### src/rtl/debounce_pkg.sv
// Shared types and helpers for the debounced input synchroniser.
package debounce_pkg;

   typedef enum logic [1:0] {LOW, WAIT_HIGH, HIGH, WAIT_LOW} db_state_t;

   function automatic int cnt_width(input int stable_cycles);
      return $clog2(stable_cycles);
   endfunction

endpackage

### src/rtl/sync_2ff.sv
// Two-flop synchroniser for a single asynchronous pin; both flops reset to INIT.
module sync_2ff #(
   parameter logic INIT = 1'b0
) (
   input  logic clk,
   input  logic reset,
   input  logic d,
   output logic q
);

   logic s1;
   logic s2;

   always_ff @(posedge clk or posedge reset) begin
      if (reset) begin
         s1 <= INIT;
         s2 <= INIT;
      end else begin
         s1 <= d;
         s2 <= s1;
      end
   end

   assign q = s2;

endmodule

### src/rtl/debounce_sync.sv
// Debounced synchroniser: 2-flop sync followed by a stability-qualified level FSM
// with registered one-cycle rise/fall strobes.
//
// state     | meaning
// ----------+-----------------------------------------------------------
// LOW       | output stable at 0
// WAIT_HIGH | output 0, synchronised input 1, counting stable edges
// HIGH      | output stable at 1
// WAIT_LOW  | output 1, synchronised input 0, counting stable edges
module debounce_sync
   import debounce_pkg::*;
#(
   parameter int   STABLE_CYCLES = 500000,
   parameter logic INIT_LEVEL    = 1'b0
) (
   input  logic clk,
   input  logic reset,
   input  logic in_async,
   output logic out_level,
   output logic rise,
   output logic fall,
   output logic busy
);

   localparam int             CNT_W    = cnt_width(STABLE_CYCLES);
   localparam logic [CNT_W-1:0] CNT_LAST = CNT_W'(STABLE_CYCLES - 1);

   logic             in_s;
   db_state_t        state;
   logic [CNT_W-1:0] cnt;

   sync_2ff #(.INIT(INIT_LEVEL)) u_sync (
      .clk   (clk),
      .reset (reset),
      .d     (in_async),
      .q     (in_s)
   );

   always_ff @(posedge clk or posedge reset) begin
      if (reset) begin
         state <= INIT_LEVEL ? HIGH : LOW;
         cnt   <= '0;
         rise  <= 1'b0;
         fall  <= 1'b0;
      end else begin
         rise <= 1'b0;
         fall <= 1'b0;
         case (state)
            LOW: begin
               if (in_s) begin
                  state <= WAIT_HIGH;
                  cnt   <= CNT_W'(1);
               end else begin
                  cnt <= '0;
               end
            end
            HIGH: begin
               if (!in_s) begin
                  state <= WAIT_LOW;
                  cnt   <= CNT_W'(1);
               end else begin
                  cnt <= '0;
               end
            end
            WAIT_HIGH: begin
               // Any return to the old level throws away the partial count.
               if (!in_s) begin
                  state <= LOW;
                  cnt   <= '0;
               end else if (cnt == CNT_LAST) begin
                  state <= HIGH;
                  cnt   <= '0;
                  rise  <= 1'b1;
               end else begin
                  cnt <= cnt + CNT_W'(1);
               end
            end
            WAIT_LOW: begin
               if (in_s) begin
                  state <= HIGH;
                  cnt   <= '0;
               end else if (cnt == CNT_LAST) begin
                  state <= LOW;
                  cnt   <= '0;
                  fall  <= 1'b1;
               end else begin
                  cnt <= cnt + CNT_W'(1);
               end
            end
            default: begin
               state <= LOW;
               cnt   <= '0;
            end
         endcase
      end
   end

   assign out_level = (state == HIGH) || (state == WAIT_LOW);
   assign busy      = (state == WAIT_HIGH) || (state == WAIT_LOW);

endmodule
### config.mk
export PLATFORM = sky130hd
export DESIGN_NAME = debounce_sync
export DESIGN_NICKNAME = d
export VERILOG_FILES = /design/src/rtl/debounce_pkg.sv /design/src/rtl/sync_2ff.sv /design/src/rtl/debounce_sync.sv
export SDC_FILE = /design/constraint.sdc
export NUM_CORES = 1
export LEC_CHECK = 0
export CAP_MARGIN = 30
export CORE_UTILIZATION = 55
export DETAILED_ROUTE_END_ITERATION = 6
export PLACE_DENSITY_LB_ADDON = 0.12
export SETUP_SLACK_MARGIN = 0.2
export SKIP_LAST_GASP = 1
export SLEW_MARGIN = 20
export SYNTH_ARGS = -nofsm -noshare
export SYNTH_HDL_FRONTEND = slang
export SYNTH_HIERARCHICAL = 1
export SYNTH_SLANG_ARGS = --single-unit
### constraint.sdc
create_clock -name clk -period 2.88 [get_ports clk]
set_clock_uncertainty 0.2 [all_clocks]
set_input_delay 0.576 -clock clk [delete_from_list [all_inputs] [get_ports clk]]
set_output_delay 0.576 -clock clk [all_outputs]
set_load 0.02 [all_outputs]
# After elaboration in Yosys (flattened, before gate mapping)
# Index checks and enable logic that the tools add are counted.
dict set report totals {
  word_cells 37
  output_inout_bits 4
  reg_bits 25
  input_bits 3
}
dict set report classes {
  reduce_logical 4
  n_eq_ne 8
  muxes 18
  n_addsub 1
}
# op count
set op_table {}
lappend op_table {{19-bit one-hot mux with 4 select lines} 1}
lappend op_table {{19-bit two-way mux} 3}
lappend op_table {{19-bit by 1-bit adder with 19-bit output, second input constant} 1}
lappend op_table {{19-bit equality test, second input constant} 1}
lappend op_table {{2-bit two-way mux} 6}
lappend op_table {{2-bit one-hot mux with 4 select lines} 1}
lappend op_table {{1-bit two-way mux} 7}
lappend op_table {{2-bit equality test, second input constant} 2}
lappend op_table {{4-bit AND reduction} 1}
lappend op_table {{3-bit by 2-bit != test with 1-bit output, second input constant} 1}
lappend op_table {{3-bit != test, second input constant} 1}
lappend op_table {{2-bit by 1-bit equality test with 1-bit output, second input constant} 1}
lappend op_table {{2-bit zero test} 1}
lappend op_table {{1-bit logical OR} 2}
lappend op_table {{2-bit by 1-bit != test with 1-bit output, second input constant} 1}
lappend op_table {{2-bit != test, second input constant} 1}

# Logic depth before layout (Yosys ltp)
# Gate-level depths: netlist of run 1.
dict set report depth {
  word_depth 4
  mapped_depth 6
  mapped_depth_nobuf 5
}

# Modules after synthesis
# Netlist of run 1, hierarchy kept.
# mod cells_each seq_area_each_um2 instances area_each_um2
set modules_own_cells {}
lappend modules_own_cells {debounce_sync 115 575.6 1 1167.4}
lappend modules_own_cells {sync_2ff 3 50.0 1 53.8}

# Worst setup path before layout of run 1
# No wires, ideal clock.
dict set report synth_path {
  kind {flip-flop to flip-flop}
  startpoint {reg cnt[7]}
  endpoint {reg (tool-made name)}
  setup_slack_ns 0.782
  setup_ns 0.125
  path_buffers 0
  t_arrival_ns 1.772
  stages_incl_launch_ff 5
  synth_period_minus_slack_ns 2.098
  required_time_ns 2.555
  path_cell_list {dfrtp_1 > or4b_1 > nor4_2 > and4_4 > mux2_4}
}
# element line
set synth_lines {}
lappend synth_lines {{start, declared} debounce_sync.sv:30} ;# logic [CNT_W-1:0] cnt;
lappend synth_lines {{start signal, assigned} debounce_sync.sv:75} ;# cnt <= cnt + CNT_W'(1);
lappend synth_lines {{start signal, assigned} debounce_sync.sv:87} ;# cnt <= cnt + CNT_W'(1);

==> results of run 1 <==
-- cell usage in the layout, fill, tap and decap left out, drive strengths merged --
cell type      Yosys  layout
buf                2       1
and3b              2       2
nand3              5       5
and4               2       2
ha                 1       1
nor2              17      17
mux2               1       1
a211oi             1       1
a311o              1       1
xnor2             11      11
clkinvlp           0       1
xor2               4       4
dfrtp             25      25
a31o               1       1
nand4              7       7
nand2              7       7
nor4               6       6
o21ai              1       1
clkbuf             3       3
nand4bb            1       1
or4b               1       1
clkdlybuf4s50      0       6
or4                2       2
inv                8       8
nor3               5       5
a21oi              3       3
nand3b             1       1
-- cells by family after synthesis --
family	share of synthesized area (%)
xor gates and xnor gates	10.8
adders and majority gates	1.02
and+or+nand+nor	25.8
buffers and inverters	6.05
muxes	1.23
DFF	51.2
AOI/OAI and AO/OA	3.89
-- flip-flops by register name (all words and copies together) (netlist names), named ones only --
| name | count |
|---|---|
| cnt | 19 |
| fall | 1 |
| rise | 1 |
| state | 1 |
| u_sync/q | 1 |
| u_sync/s1 | 1 |
-- metal layers --
layer  GRT usage (%)  routed length, µm  up-vias
met3            2.80                 64        2
met1            25.1               1020      423
met4            5.88                 16        0
met5               0                  0        -
met2            32.9               1020       14
li1                -                  -      425
-- where the power goes --
part           switching, mW  internal, mW
Combinational         0.0155       0.00830
Sequential           0.00431         0.355
Clock                  0.107        0.0530
Total                  0.127         0.416
-- worst max-delay path: cells and delay by family (launching register included) --
| family | cells | cell delay (ns) |
|---|---|---|
| flops | 1 | 0.45 |
| mux | 1 | 0.29 |
| simple gates | 3 | 1.15 |
-- layout make-up --
type | count | area [µm²] | area share (%)
flip-flops and latches | 25 | 626 | 47.8
multi-input cells | 80 | 522 | 39.9
repair buffers | 7 | 67.6 | 5.16
well taps | 27 | 33.8 | 2.58
inverters | 8 | 30.0 | 2.29
clock buffers | 3 | 22.5 | 1.72
clock inverters | 1 | 7.51 | 0.574
-- final timing paths --
check / from / to / depth (start not counted)
worst max-delay path: cnt[7] / flip-flop / 4
min in group asynchronous: reset / u_sync/s1 / 2
worst min register to register: u_sync/s1 / u_sync/q / 0
max in group asynchronous: reset / cnt[13] / 3
worst min-delay path: u_sync/s1 / u_sync/q / 0
worst max register to register: cnt[7] / flip-flop / 4
-- metrics by stage --
step / area, µm² / utilization [%]
2_1_floorplan: 1220 / -
3_3_place_gp: 1280 / 63.2
3_5_place_dp: 1280 / 63.2
4_1_cts: 1310 / 64.7
5_1_grt: 1310 / 64.7
6_report: 1310 / 64.7
==> run_results.csv, run 1 <==
group,metric,value,unit
status,run_status,"finished, final reports clean",
worst_setup_path,cp_slowest_stage_delay,0.55,ns
clock_network,cts_max_path_buffers,2,
final_layout,area_growth,7.17,%
sta,timing.final.setup_violations,0,
global_routing,grt_max_degree,24,
route,route.final.wire_length,2130,µm
clock_network,cts_made_buffers,3,
sta,timing_worst_slew_pin_value,0.596,ns
synthesis,mappedNetlistNets,122,
worst_setup_path,critPathArrivalTime,2.22,ns
worst_setup_path,setup.worst_path.end_class,"flip-flop",
floorplan,die_width,49.1,µm
floorplan,row_count,16,
final_layout,antenna_cells,0,
placed_design,buffer_ports.inserted,6,
synthesis,top_area_cell_type_share_of_the_netlist_area,51.2,%
global_routing,grt_pass1_vias,837,
sta,final-max-slew-violation-count,0,
final_layout,num-fill-cells,167,
clock_network,tritoncts,"done",
synthesis,number_of_synthesized_flops_with_an_enable_pin,0,
route,detail_route.iter0.violations,22,
sta,totalNegativeSetupSlack,0,ns
synthesis,asr_flop_ratio_synth,100,%
sta,setup_slack,0.687,ns
global_routing,grt_first_pass_wirelength,3610,µm
synthesis,synth_seq_area_share,51.2,%
run,max_cap_viol_count,0,
floorplan,initial_core_util,60.4,%
clock_network,post_cts_hold_buffer_count,0,
synthesis,synthDistinctLibCells,30,
sta,rsz0062_at_grt,"no",
sta,highest_attainable_clock_frequency,456,MHz
power,p_per_area,415,nW/µm²
route,detail_route.vias_per_cell,5.72,
route,detailroute.via_count,864,
global_routing,grt_usage,19.3,%
synthesis,syn-cell-area,1220,µm²
worst_setup_path,cp_data_required_time,2.91,ns
floorplan,io-pin-count,7,
synthesis,syn-instance-count,118,
worst_setup_path,crit_fanout,5,
clock_network,clkSlewWorstSetupHoldPaths,0.15,ns
global_routing,grt.overflow.total,0,
final_layout,post_route_cells_drive_above_1_share,8.87,%
sta,finalCriticalPeriod,2.19,ns
power,p_total,0.544,mW
route,wire_per_inst,14.1,µm
power,p_leak,0.512,nW
sta,worst_hold_margin,0.173,ns
clock_network,cts_root_buf,"sky130_fd_sc_hd__clkbuf_4",
placed_design,dpl_ws,0.701,ns
synthesis,synth_area_leaders,"sky130_fd_sc_hd__dfrtp_1 51%, sky130_fd_sc_hd__xnor2_1 7.9%, sky130_fd_sc_hd__nor2_1 5.2%, sky130_fd_sc_hd__nand4_1 3.1%, sky130_fd_sc_hd__xor2_1 2.9%",
synthesis,synth.avg_cell_area,10.3,µm²
route,remaining_drc_errors,0,
sta,share_of_the_clock_period_used_by_the_worst_path_after_layout,76.1,%
global_routing,number_of_antenna_violations_at_the_first_check_in_global_routing,0,
route,detail-route-antenna-nets,0,
clock_network,tritoncts_num_sinks,25,
placed_design,dp_cells,147,
sta,hold_viol_final,0,
worst_hold_path,min_path_type,"reg -> reg",
power,peakVddDrop,0.000346,V
sta,maxSlewHeadroom,59.9,%
placed_design,gp_routability_congestion,0.833,
floorplan,core_area,2020,µm²
synthesis,yosysTopAreaCell,"sky130_fd_sc_hd__dfrtp_1",
synthesis,ys_seq_elements,25,
worst_setup_path,critical_path.cell_chain,"or4b_1 -> nor4_2 -> and4_4 -> mux2_4",
synthesis,ys_dominant_reg_cell,"sky130_fd_sc_hd__dfrtp_1",
route,first_pass_iters,4,
worst_setup_path,r2r_setup_slack,0.69,ns
clock_network,clkLatencyLatePin,0.32,ns
synthesis,synth-warning-count,6,
floorplan,chipHeight,49.1,µm
clock_network,post_cts_resize_count,0,
clock_network,cts.htree.levels,1,
worst_setup_path,crit_slowest_cell,"sky130_fd_sc_hd__or4b_1",
worst_setup_path,setup.worst_path.start_class,"flip-flop",
final_layout,design.final.nets,129,
synthesis,synth_common_cells,"25 x sky130_fd_sc_hd__dfrtp_1, 17 x sky130_fd_sc_hd__nor2_1, 11 x sky130_fd_sc_hd__xnor2_1, 8 x sky130_fd_sc_hd__inv_1, 7 x sky130_fd_sc_hd__nand2_1",
final_layout,finalNonFillerCells,151,
placed_design,post-dp-hpwl,1510,µm
worst_setup_path,timing_worst_setup_path_type,"reg -> reg",
clock_network,postcts_setup_bufs,0,
synthesis,post-synth-top-count-cell,"sky130_fd_sc_hd__dfrtp_1",
floorplan,design.die.area,2410,µm²
No activity file was read; power rests on OpenSTA's default activity.
==> inputs of run 2 (changes only) <==
==> constraint.sdc (replaced) <==
create_clock -name clk -period 2.1 [get_ports clk]
set_clock_uncertainty 0.2 [all_clocks]
set_input_delay 0.42 -clock clk [delete_from_list [all_inputs] [get_ports clk]]
set_output_delay 0.42 -clock clk [all_outputs]
set_load 0.02 [all_outputs]
==> run_results.csv, run 2 (synthesis results as in run 1) <==
group,metric,value,unit
placed_design,dpl_ws,0.0145,ns
final_layout,num-fill-cells,145,
power,p_per_area,497,nW/µm²
route,wire_per_inst,15.2,µm
worst_setup_path,critical_path.cell_chain,"or4_4 -> nor4_4 -> and4_4 -> mux2_4",
worst_setup_path,setup.worst_path.end_class,"flip-flop",
sta,worst_hold_margin,0.0684,ns
worst_setup_path,timing_worst_setup_path_type,"reg -> reg",
sta,hold_viol_final,0,
final_layout,largest_register_ff_count,19,
floorplan,io-pin-count,7,
power,peakVddDrop,0.000560,V
placed_design,post-dp-hpwl,1730,µm
worst_setup_path,cp_slowest_stage_delay,0.55,ns
placed_design,buffer_ports.inserted,6,
worst_setup_path,critPathArrivalTime,2.06,ns
floorplan,design.die.area,2410,µm²
clock_network,clkLatencyLatePin,0.31,ns
clock_network,cts_max_path_buffers,2,
sta,highest_attainable_clock_frequency,489,MHz
worst_hold_path,min_path_type,"in -> async",
clock_network,tritoncts_num_sinks,25,
global_routing,grt_util_met2,41.3,%
power,p_leak,0.638,nW
power,p_total,0.742,mW
global_routing,grt.met3_usage,7.79,%
clock_network,tritoncts,"done",
route,route.final.wire_length,2540,µm
sta,timing_worst_slew_pin_value,0.465,ns
global_routing,number_of_antenna_violations_at_the_first_check_in_global_routing,0,
route,detailroute.via_count,928,
global_routing,grt_usage,24.0,%
final_layout,layout_commonest_cell,"sky130_fd_sc_hd__dfrtp_1",
clock_network,cts.htree.levels,1,
global_routing,grt_max_degree,24,
final_layout,antenna_cells,0,
clock_network,post_cts_hold_buffer_count,0,
worst_setup_path,r2r_cell_count,4,
final_layout,area_growth,22.2,%
sta,totalNegativeSetupSlack,0,ns
floorplan,chipHeight,49.1,µm
status,run_status,"finished, final reports clean",
worst_setup_path,setup.worst_path.start_class,"flip-flop",
global_routing,grt.busiest_layer,"met2",
floorplan,initial_core_util,60.4,%
final_layout,largest_register,"cnt",
sta,maxSlewHeadroom,68.7,%
floorplan,core_area,2020,µm²
worst_setup_path,cp_data_required_time,2.11,ns
worst_setup_path,crit_fanout,2,
global_routing,grt_pass1_vias,953,
global_routing,grt_first_pass_wirelength,4280,µm
global_routing,grt.overflow.total,0,
placed_design,gp_routability_congestion,0.857,
final_layout,post_route_cells_drive_above_1_share,26.4,%
sta,setup_slack,0.0564,ns
run,max_cap_viol_count,0,
route,remaining_drc_errors,0,
route,detail_route.iter0.violations,12,
sta,share_of_the_clock_period_used_by_the_worst_path_after_layout,97.3,%
final_layout,design.final.nets,145,
sta,timing.final.setup_violations,0,
global_routing,global_route.usage.met1,28.6,%
route,detail-route-antenna-nets,0,
final_layout,layout_common_cells,"24 x sky130_fd_sc_hd__dfrtp_1, 15 x sky130_fd_sc_hd__nor2_1, 15 x sky130_fd_sc_hd__buf_4",
worst_setup_path,crit_slowest_cell,"sky130_fd_sc_hd__or4_4",
clock_network,cts_made_buffers,3,
clock_network,cts_root_buf,"sky130_fd_sc_hd__clkbuf_4",
route,first_pass_iters,4,
floorplan,die_width,49.1,µm
sta,rsz0062_at_grt,"yes",
sta,final-max-slew-violation-count,0,
clock_network,clkSlewWorstSetupHoldPaths,0.12,ns
sta,finalCriticalPeriod,2.04,ns
route,detail_route.vias_per_cell,5.56,
floorplan,row_count,16,
==> run 2: routing by layer <==
layer,vias to the layer above,part of all wire (%)
li1,457,-
met1,444,43
met2,23,51
met3,4,4.3
met4,0,1.5
met5,-,0
==> run 2: what timing repair did <==
action                     CTS  global route
setup endpoints to repair   25            25
hold endpoints to repair     0             0
pin swaps                    4             4
gates resized for setup      8             9
buffers inserted             0             1
==> run 2: final timing paths <==
path | slack, ns | start | to
min | 0.07 | reset | u_sync/q
max | 0.06 | cnt[6] | flip-flop
max reg2reg | 0.06 | cnt[6] | flip-flop
min in group clk | 0.18 | u_sync/s1 | u_sync/q
min reg2reg | 0.18 | u_sync/s1 | u_sync/q
max in group asynchronous | 1.20 | reset | cnt[5]
==> run 2: layout make-up <==
| type | count | area, µm² | area share, % |
|---|---|---|---|
| tap | 27 | 33.8 | 2.26 |
| sequential | 25 | 627 | 42.0 |
| clock buffer | 4 | 26.3 | 1.76 |
| multi-input combinational | 80 | 569 | 38.1 |
| inverter | 8 | 30.0 | 2.01 |
| timing repair buffer | 23 | 206 | 13.8 |
==> run 2: per-stage QoR <==
step	util, %	std cells	area (µm²)
after floorplan	-	118	1220
after CTS	72.0	166	1460
final	73.8	167	1490
after global routing	73.8	167	1490
after global placement	69.4	162	1400
after detailed placement	69.4	162	1400
==> run 2: critical path: cells and delay by family (launching register included) <==
kind | cells | cell delay [ns]
and+or+nand+nor | 3 | 1.05
DFF | 1 | 0.40
muxes | 1 | 0.29
==> run 2: power breakdown <==
part,internal (mW),switching [mW],total [mW]
registers,0.487,0.00502,0.492
clock network,0.0743,0.133,0.207
logic,0.0181,0.0252,0.0433
total,0.579,0.163,0.742
==> variant, RTL diff (flow settings as in run 1) <==
The parameter `STABLE_CYCLES` goes from 500000 to 250000.
--- a/src/rtl/debounce_sync.sv
+++ b/src/rtl/debounce_sync.sv
@@ -10,7 +10,7 @@
 module debounce_sync
    import debounce_pkg::*;
 #(
-   parameter int   STABLE_CYCLES = 500000,
+   parameter int   STABLE_CYCLES = 250000,
    parameter logic INIT_LEVEL    = 1'b0
 ) (
    input  logic clk,
Behaviour: no difference found for any inputs over 10 cycles, from zero or initial values and one cycle with reset high; that may be too few to reach the edited logic, so the function may still have changed.
==> variant against run 1 <==
Worst setup slack lost 0.052 ns. Cell area shrank 0.96%. Sequential cell count shrank 1. Largest cell class unchanged. Power rose by 13%. Count of clock-buffer cells in the layout unchanged. Routed wire length down 5.3%. Area after synthesis is 4.0% lower. Sequential power decreased by 4%. Final cell count fell by 3.3%. Global-route usage rose by 0.97 points.
==> variant: results (changes against run 1) <==
Status: complete, no violations (unchanged)
DRT Wirelength: 2020 um (was 2130 um)
Overall routing resource usage: 20.2% (was 19.3%)
Largest net degree at the start of global routing: 23 (was 24)
P_seq: 346 uW (was 359 uW)
HP Start: u_sync/s1 (unchanged)
Layout cells sized above 1: 10.1% (was 8.87%)
Worst R2R End: cnt[11]
Post-synthesis sequential area ratio: 51.2% (about the same)
Reg2Reg Setup Slack: 0.64 ns (was 0.69 ns)
XOR/XNOR share of the synthesized area: 11.2% (was 10.8%)
Fmax: 446 MHz (was 456 MHz)
Post-Layout Cell Count: 146 (was 151)
Combinational Power Share: 4.2% (was 4.4%)
Initial antenna violation count: 0 (unchanged)
Slew margin rel.: 75.7% (was 59.9%)
Worst-path clk slew: 0.13 ns (was 0.15 ns)
Max rail drop VDD: 0.366 mV (was 0.346 mV)
Int Power: 492 uW (was 416 uW)
Vias in the first global route: 736 (was 837)
Commonest cells in the netlist: dfrtp_1, nor2_1, nand3_1, xnor2_1, xor2_1 (was dfrtp_1, nor2_1, xnor2_1)
Cells after Synth: 113 (was 118)
Comb group: 25.7 uW (was 23.8 uW)
Synth Area in Compound Gates: 3.42% (was 3.89%)
CTS Buf Count: 3 (unchanged)
Grt total ovfl: 0 (unchanged)
Critical Path Start: cnt[5] (was cnt[7])
Critical path arrival: 2.24 ns (was 2.22 ns)
Synthesized net count: 117 (was 122)
Clk buf depth: 2 (unchanged)
Cells after DPL: 141 (was 147)
Top cells by area, synth: dfrtp_1, xnor2_1, xor2_1 (was dfrtp_1, xnor2_1, nor2_1)
Drt initial violations: 15 (was 22)
Max reg flops: 18 (was 19)
Post-synthesis mux area share: 1.28% (was 1.23%)
PortBufs: 6 (unchanged)
Post-CTS setup buffer count: 0 (unchanged)
Post-cts repair resize count: 0 (unchanged)
Dpl cell area: 1230 sq um (was 1280 sq um)
Worst hold path class: flip-flop to flip-flop (unchanged)
Post-Synth Adder-Cell Area: 1.07% (was 1.02%)
Pre-CTS setup slack: 0.652 ns (was 0.701 ns)
Fillers: 168 (was 167)
Crit-path max FO: 17 (was 5)
H-tree levels: 1 (unchanged)
Post-DP HPWL: 1440 um (was 1510 um)
First-pass GRT wire length: 3150 um (was 3610 um)
Leak: 0.000532 uW (was 0.000512 uW)
Placer Congestion: 0.850 (was 0.833)
Synth Flop Type: dfrtp_1 (unchanged)
Insertion delay to the later sink of the worst-skew pair: 0.32 ns (about the same)
Synth warn: 6 (unchanged)
Via density: 5.68 (was 5.72)
[variant: worst max-delay path: stages, from the launching register on]
cell and delay (ns):
dfrtp_1 0.46, or4b_1 0.55, nor4_2 0.38, a31o_2 0.44
nor2_1 0.10
[variant: worst min-delay path by stage]
stage	end	slack [ns]	cells after the start
finish	u_sync/q	0.17	0
global route	u_sync/q	0.19	0
CTS	u_sync/q	0.17	0
detailed placement	u_sync/q	0.14	0
global placement	u_sync/q	0.14	0
floorplan	u_sync/q	0.12	1
[variant: area by class of cell]
cell class,instances,area (sq um),share of cell area [%]
sequential,24,601,46.3
multi-input combinational,79,519,40.1
timing repair buffer,7,71.3,5.50
tap,27,33.8,2.61
clock inverter,1,30.0,2.32
clock buffer,3,22.5,1.74
inverter,5,18.8,1.45
[variant: metal layers]
layer / track usage, % / vias to the layer above / routed length (um)
li1: - / 405 / -
met1: 29.3 / 412 / 997
met2: 29.9 / 8 / 944
met3: 3.33 / 4 / 47
met4: 8.89 / 0 / 27
met5: 0 / - / 0
